[config.mk]
export PLATFORM = sky130hd
export DESIGN_NAME = quad_decoder
export DESIGN_NICKNAME = d
export VERILOG_FILES = /design/src/rtl/quad_decoder_pkg.sv /design/src/rtl/quad_decoder_sync_debounce.sv /design/src/rtl/quad_decoder.sv
export SDC_FILE = /design/constraint.sdc
export NUM_CORES = 1
export LEC_CHECK = 0
export CAP_MARGIN = 20
export CORE_MARGIN = 8
export CORE_UTILIZATION = 30
export DETAILED_ROUTE_END_ITERATION = 10
export GPL_TIMING_DRIVEN = 0
export PLACE_DENSITY_LB_ADDON = 0.08
export SYNTH_ARGS = -nofsm -noshare
export SYNTH_HDL_FRONTEND = slang
export SYNTH_SLANG_ARGS = --single-unit
[constraint.sdc]
create_clock -name clk -period 2.9 [get_ports clk]
set_clock_uncertainty 0.2 [all_clocks]
set_input_delay 0.58 -clock clk [delete_from_list [all_inputs] [get_ports clk]]
set_output_delay 0.58 -clock clk [all_outputs]
set_load 0.02 [all_outputs]
[src/rtl/quad_decoder_pkg.sv]
// Shared types and Gray-code transition tables for the rotary-encoder decoder.
// quad_decode classifies one filtered-phase transition as step up, step down, or error.
package quad_pkg;

  typedef logic [1:0] quad_state_t;

  // Successor of state s is held in bits [2s+1:2s]; state is {A, B}.
  // Up:   00->10, 01->00, 10->11, 11->01
  localparam logic [7:0] UP_NEXT = 8'b01_11_00_10;
  // Down: 00->01, 01->11, 10->00, 11->10
  localparam logic [7:0] DN_NEXT = 8'b10_00_11_01;

  // Returns {valid, dir, err}; dir is meaningful only when valid is set.
  function automatic logic [2:0] quad_decode(input quad_state_t prev, input quad_state_t cur);
    quad_state_t up_nxt;
    quad_state_t dn_nxt;
    logic [2:0]  res;
    up_nxt = UP_NEXT[{prev, 1'b0} +: 2];
    dn_nxt = DN_NEXT[{prev, 1'b0} +: 2];
    res    = 3'b000;
    if (cur == prev) begin
      res = 3'b000;
    end else if (cur == up_nxt) begin
      res = 3'b110;
    end else if (cur == dn_nxt) begin
      res = 3'b100;
    end else begin
      res = 3'b001;
    end
    return res;
  endfunction

endpackage

[src/rtl/quad_decoder_sync_debounce.sv]
// Two-flop synchroniser followed by a consecutive-cycle debounce filter.
// The filtered bit follows the synchronised input only after DEBOUNCE straight mismatching cycles.
module sync_debounce #(
  parameter int DEBOUNCE = 4
) (
  input  logic clk,
  input  logic rst,
  input  logic d_async,
  output logic q_filtered
);

  localparam int CW = $clog2(DEBOUNCE + 1);

  logic          s1_q, s1_d;
  logic          s2_q, s2_d;
  logic          f_q, f_d;
  logic [CW-1:0] cnt_q, cnt_d;

  always_comb begin
    s1_d  = d_async;
    s2_d  = s1_q;
    f_d   = f_q;
    cnt_d = cnt_q;
    if (s2_q == f_q) begin
      cnt_d = '0;
    end else if (cnt_q == CW'(DEBOUNCE - 1)) begin
      f_d   = s2_q;
      cnt_d = '0;
    end else begin
      cnt_d = cnt_q + 1'b1;
    end
  end

  always_ff @(posedge clk) begin
    if (rst) begin
      s1_q  <= 1'b0;
      s2_q  <= 1'b0;
      f_q   <= 1'b0;
      cnt_q <= '0;
    end else begin
      s1_q  <= s1_d;
      s2_q  <= s2_d;
      f_q   <= f_d;
      cnt_q <= cnt_d;
    end
  end

  assign q_filtered = f_q;

endmodule

[src/rtl/quad_decoder.sv]
// Quadrature decoder: filtered A/B phases -> step pulse, direction level, wrapping position.
// No handshake: step and err are single-cycle pulses that consumers sample every cycle.
module quad_decoder
  import quad_pkg::*;
#(
  parameter int WIDTH    = 8,
  parameter int DEBOUNCE = 4
) (
  input  logic             clk,
  input  logic             rst,
  input  logic             a_in,
  input  logic             b_in,
  output logic             step,
  output logic             dir,
  output logic             err,
  output logic [WIDTH-1:0] count
);

  logic        fa, fb;
  quad_state_t cur;
  quad_state_t prev_q, prev_d;
  logic [2:0]  dec;

  logic             step_q, step_d;
  logic             err_q, err_d;
  logic             dir_q, dir_d;
  logic [WIDTH-1:0] count_q, count_d;

  sync_debounce #(.DEBOUNCE(DEBOUNCE)) u_deb_a (
    .clk       (clk),
    .rst       (rst),
    .d_async   (a_in),
    .q_filtered(fa)
  );

  sync_debounce #(.DEBOUNCE(DEBOUNCE)) u_deb_b (
    .clk       (clk),
    .rst       (rst),
    .d_async   (b_in),
    .q_filtered(fb)
  );

  assign cur = {fa, fb};
  assign dec = quad_decode(prev_q, cur);

  always_comb begin
    prev_d  = cur;
    step_d  = 1'b0;
    err_d   = 1'b0;
    dir_d   = dir_q;
    count_d = count_q;
    if (dec[2]) begin
      step_d  = 1'b1;
      dir_d   = dec[1];
      count_d = dec[1] ? count_q + WIDTH'(1) : count_q - WIDTH'(1);
    end else if (dec[0]) begin
      // Both phases moved at once: the direction is unknowable, so position holds.
      err_d = 1'b1;
    end
  end

  always_ff @(posedge clk) begin
    if (rst) begin
      prev_q  <= 2'b00;
      step_q  <= 1'b0;
      err_q   <= 1'b0;
      dir_q   <= 1'b1;
      count_q <= '0;
    end else begin
      prev_q  <= prev_d;
      step_q  <= step_d;
      err_q   <= err_d;
      dir_q   <= dir_d;
      count_q <= count_d;
    end
  end

  assign step  = step_q;
  assign err   = err_q;
  assign dir   = dir_q;
  assign count = count_q;

endmodule

== After elaboration in Yosys (flattened, before gate mapping) ==
Cells that the tools add are included.

* Add/subtract/negate cells: 4
* Equal/unequal tests: 7
* Shifts and indexed selects: 2
* Mux-type cells: 6
* Bitwise logic cells: 2
* Reductions and logical operators: 5

{| class="wikitable"
|+ Operators by type and width
! kind !! count
|-
| $shiftx 8x4->2 const A || 2
|-
| $mux 3 || 3
|-
| $add 8x1->8 const B || 1
|-
| $mux 8 || 1
|-
| $sub 8x1->8 const B || 1
|-
| $add 3x1->3 const B || 2
|-
| $eq 2x2->1 || 3
|-
| $eq 3x2->1 const B || 2
|-
| $reduce_or 3->1 || 2
|-
| $reduce_and 2->1 || 2
|-
| $eq 1x1->1 || 2
|-
| $mux 1 || 2
|-
| $not 1->1 || 2
|-
| $reduce_or 2->1 || 1
|}

* Register bits after elaboration: 25
* Output and inout port bits: 11

== Longest topological paths before layout ==
Gate-level depths: netlist of the first run.

* Depth after elaboration: 6
* Gate-level depth with buffers: 9
* Depth with buffers taken out: 9

== Modules after synthesis ==
Synthesis of the first run repeated with hierarchy kept, for this count alone.

* Cell total of the unflattened synthesis: 121
* Area total of the unflattened synthesis: 1176.1 µm²

{| class="wikitable"
|+ By module, submodules not included
! module !! instances !! cells an instance !! area each (µm²) !! seq. area each (µm²)
|-
| quad_decoder || 1 || 87 || 753.2 || 260.2
|-
| sync_debounce || 2 || 17 || 211.5 || 120.1
|}

== Worst setup path before layout of the first run ==
No wires, ideal clock.

* Path type: flip-flop to flip-flop
* From: register u_deb_b.f_q (netlist: u_deb_b.q_filtered)
* To: register count_q[7] (netlist: count[7])
* Arrival: 2.281 ns
* Data required time: 2.577 ns
* Path slack: 0.295 ns
* Stages on the path, launching flop included: 10
* Path through: dfxtp_1 -> xor2_1 -> nor2_1 -> inv_1 -> ha_1 -> a21oi_1 -> a211oi_1 -> or4_1 -> nand2_1 -> mux2_1

* Word-level cells in the longest chain between the ends: 4

{| class="wikitable"
|+ Ends and longest elaborated chain
! element !! line !! RTL
|-
| from (decl) || quad_decoder_sync_debounce.sv:16 || <nowiki>logic f_q, f_d;</nowiki>
|-
| from (signal assigned) || quad_decoder_sync_debounce.sv:38 || <nowiki>f_q <= 1'b0;</nowiki>
|-
| from (signal assigned) || quad_decoder_sync_debounce.sv:43 || <nowiki>f_q <= f_d;</nowiki>
|-
| $eq 2x2->1 (on tied branches) || quad_decoder_pkg.sv:23, quad_decoder_pkg.sv:25 ||
|-
| $mux 3 (on tied branches) || quad_decoder_pkg.sv:23, quad_decoder_pkg.sv:25 ||
|-
| $mux 3 * || quad_decoder_pkg.sv:21 || <nowiki>if (cur == prev) begin</nowiki>
|-
| $mux 8 / $mux 3 (equally long branches) || quad_decoder.sv:55, quad_decoder_pkg.sv:21 ||
|-
| to (signal assigned) || quad_decoder.sv:74 || <nowiki>count_q <= count_d;</nowiki>
|-
| to (decl) || quad_decoder.sv:27 || <nowiki>logic [WIDTH-1:0] count_q, count_d;</nowiki>
|}

Mark *: on every way between the ends. The rest lies on a longest branch, timed or not.
A chain may end at the register's enable or synchronous reset.

== Final worst setup path of the first run ==
Same ends and word-level chain as after synthesis.

==> results of run 1 <==
==> through the flow <==
| stage | setup WS (ps) | cell area, sq um | util [%] |
|---|---|---|---|
| 2_1_floorplan | 295 | 1150 | - |
| 3_3_place_gp | -0.212 | 1350 | 36.7 |
| 3_5_place_dp | -7.48 | 1350 | 36.7 |
| 4_1_cts | 33.3 | 1410 | 38.1 |
| 5_1_grt | 14.4 | 1410 | 38.3 |
| 6_report | 264 | 1410 | 38.3 |
==> path summary, 6_finish.rpt <==
path,start,slack (ps),cells past startpoint,endpoint
setup / recovery,u_deb_b.q_filtered$_SDFFE_PP0P_,260,9,count[7]$_SDFFE_PP0P_
hold / removal,u_deb_a.cnt_q[0]$_SDFF_PP0_,230,1,u_deb_a.cnt_q[0]$_SDFF_PP0_
setup reg to reg,u_deb_b.q_filtered$_SDFFE_PP0P_,260,9,count[7]$_SDFFE_PP0P_
hold reg to reg,u_deb_a.cnt_q[0]$_SDFF_PP0_,230,1,u_deb_a.cnt_q[0]$_SDFF_PP0_
==> sequential cells by signal (all words and copies together), names as in the netlist <==
name                cells
err                     1
u_deb_b.s1_q            1
u_deb_b.s2_q            1
u_deb_a.q_filtered      1
u_deb_b.q_filtered      1
u_deb_b.cnt_q           3
u_deb_a.s1_q            1
u_deb_a.s2_q            1
step                    1
count                   8
dir                     1
u_deb_a.cnt_q           3
prev_q                  2
==> final cells by class <==
type	count	area, sq um	share of cell area [%]
clock buffer	3	41.3	2.93
timing repair buffer	14	140	9.93
sequential	25	503	35.6
buffer	2	7.51	0.532
clock inverter	1	7.51	0.532
tap	48	60.1	4.26
multi-input combinational	88	633	44.9
inverter	5	18.8	1.33
==> worst max-delay path: stages, from the launching register on <==
cell,delay (ps)
dfxtp_2,360
xor2_1,170
nor2_2,160
inv_2,120
ha_1,370
a21oi_2,190
a211oi_1,100
or4_1,460
nand2_1,90
mux2_1,310
==> what timing repair did <==
item / in CTS / in global routing
endpoints found under the setup margin: 1 / 2
pin swaps: 0 / 1
buffers inserted: 0 / 0
resized for setup: 2 / 3
==> per-layer routing <==
layer | track usage, % | share of wire (%)
met1 | 10.1 | 51
met2 | 11.8 | 42
met3 | 2.51 | 5.3
met4 | 2.78 | 1.5
met5 | 0 | 0
==> layout by cell type, fill, tap and decap left out <==
cell and count:
fa_1 1, a211oi_1 4, clkinvlp_4 1, a21oi_1 6
a21oi_2 1, or4_1 2, mux2_1 1, dfxtp_1 23
nor2_1 15, mux2i_1 2, nor2b_1 7, or3_1 2
dfxtp_2 2, a21o_1 1, a211o_1 1, nand2_1 7
inv_1 4, clkbuf_1 2, clkbuf_8 3, inv_2 1
and2_1 3, o21ai_0 4, nor2_2 1, ha_1 10
nor3_1 4, nand3b_1 1, clkdlybuf4s50_1 14, xor2_1 2
nand3_1 2, xnor2_1 5, xnor2_2 3, a2111oi_0 1
nand4b_1 1, o21bai_1 1
==> power by group through the flow <==
stage	clock [mW]	combinational [mW]	sequential, mW
6_report	0.213	0.0154	0.348
5_1_grt	0.235	0.0175	0.348
4_1_cts	0.222	0.0161	0.348
3_5_place_dp	0	0.0161	0.356
3_3_place_gp	0	0.0157	0.356
2_1_floorplan	0	0.00827	0.356
==> cell families after synthesis <==
logic type,Yosys count
AO/OA/AOI/OAI,19
adder cells (fa/ha/maj),11
multiplexers,3
flip-flops,25
AND/OR/NAND/NOR,45
buffers and inverters,7
XOR/XNOR,10
==> results.cfg, run 1 <==
[floorplan]
dieArea_sq_mm = 0.00609
die_y_um = 78.0
core_sq_mm = 0.00369
rows = 22
die_x_um = 78.0
io_pins = 15
initial_core_util_pct = 31.3

[timing]
min_period_ps = 2640
rsz0062_at_grt = no
setup_tns_ps = 0
setup_viol = 0
hold_ws_ps = 232
finalHoldViolations = 0
final_max_slew_viol_count = 0
relSlewSlack_pct = 54.8
worst_pin_slew_ps = 676
max_freq_ghz = 0.379
min_period_over_period_pct = 90.9

[worst_setup_path]
worstPathMaxFanout = 7
worstPathRequired_ps = 2870
arrival_ps = 2600
crit_path_end_kind = register
setup.worst_path.class = reg2reg
start_kind = register

[cts]
clockRootBuffer = clkbuf_8
clk_pin_slew_worst_paths_ps = 90
clock_latency_ps = 270
cts.sinks = 25
cts_tree = done
cts_htree_levels = 1
cts_buffers = 3
hold_buffers = 0
clk_path_buf_depth = 2

[power]
pwr-share-clk_pct = 37.0
switching_share_pct = 21.6
power_uw = 576
power_frac_seq_pct = 60.4
combPwrFrac_pct = 2.7
switching_power_uw = 125
worst_ir_drop_vdd_v = 0.000196
p_leak_nw = 0.526
power.density_mw_per_mm2 = 408
p_int_uw = 451

[global_route]
track_usage_pct = 7.76
globalRoute.totalOverflow = 0
grt_pass1_wl_mm = 3.91
antenna_found_initial = 0
grt_pass1_vias = 865
grt_max_degree = 16

[synth]
synth_cells = 120
synthXorXnorAreaFrac_pct = 9.54
post-synth-top-count-cell = dfxtp_1
synthDistinctLibCells = 27
synth_top_area_share_pct = 43.4
synth_top_family_by_area = simple AND/OR/NAND/NOR gates
synth-seq-area-share_pct = 43.4
async_reset_ff_share_pct = 0
yosys-top-cells-count = 25 x dfxtp_1, 16 x nor2_1, 10 x ha_1
synthFlopType = dfxtp_1
yosysWarningCount = 0
synth_edf_count = 0
ys_ff_latch = 25
synth_mux_area_share_pct = 2.71
synth_fp_nets = 135
synthSimpleGateAreaFrac_pct = 19.3
synth.avg_cell_area_sq_um = 9.61
synth_area_leader_cell = dfxtp_1
yosys.area_share.adder_pct = 12.6
synth_compound_area_share_pct = 10.2
ys_top_cells_by_area = dfxtp_1 43%, ha_1 11%, nor2_1 5.2%
syn_area_sq_mm = 0.00115

[detailed_routing]
drt_wl_total_mm = 2.18
dr_total_vias = 855
wl_per_cell_um = 11.7
drc = 0
drt-pass1-iter-count = 2
antenna_left = 0
drt_iter0_markers = 13
via_per_inst = 4.60

[cells_and_area]
drive_above_1_share_pct = 8.70
nFillCells = 393
area_growth_pct = 22.3
final_cells = 186
nets = 154
diodes = 0

[run]
cap_violations = 0

[placement]
place_congestion = 0.707
placed_cells = 182
place_hpwl_mm = 1.64
io_buffers = 14

[outcome]
status = complete, no violations

[worst_hold_path]
hp-class = reg2reg
(Power assumes the default switching activity.)
==> run 2, diff against run 1 <==
--- a/config.mk
+++ b/config.mk
@@ -8,9 +8,11 @@
 export CAP_MARGIN = 20
 export CORE_MARGIN = 8
 export CORE_UTILIZATION = 30
+export CTS_CLUSTER_SIZE = 30
 export DETAILED_ROUTE_END_ITERATION = 10
 export GPL_TIMING_DRIVEN = 0
 export PLACE_DENSITY_LB_ADDON = 0.08
+export SLEW_MARGIN = 0
 export SYNTH_ARGS = -nofsm -noshare
 export SYNTH_HDL_FRONTEND = slang
 export SYNTH_SLANG_ARGS = --single-unit
==> results of run 2 <==
No change in the layout: final DEF, timing and power equal those of run 1.
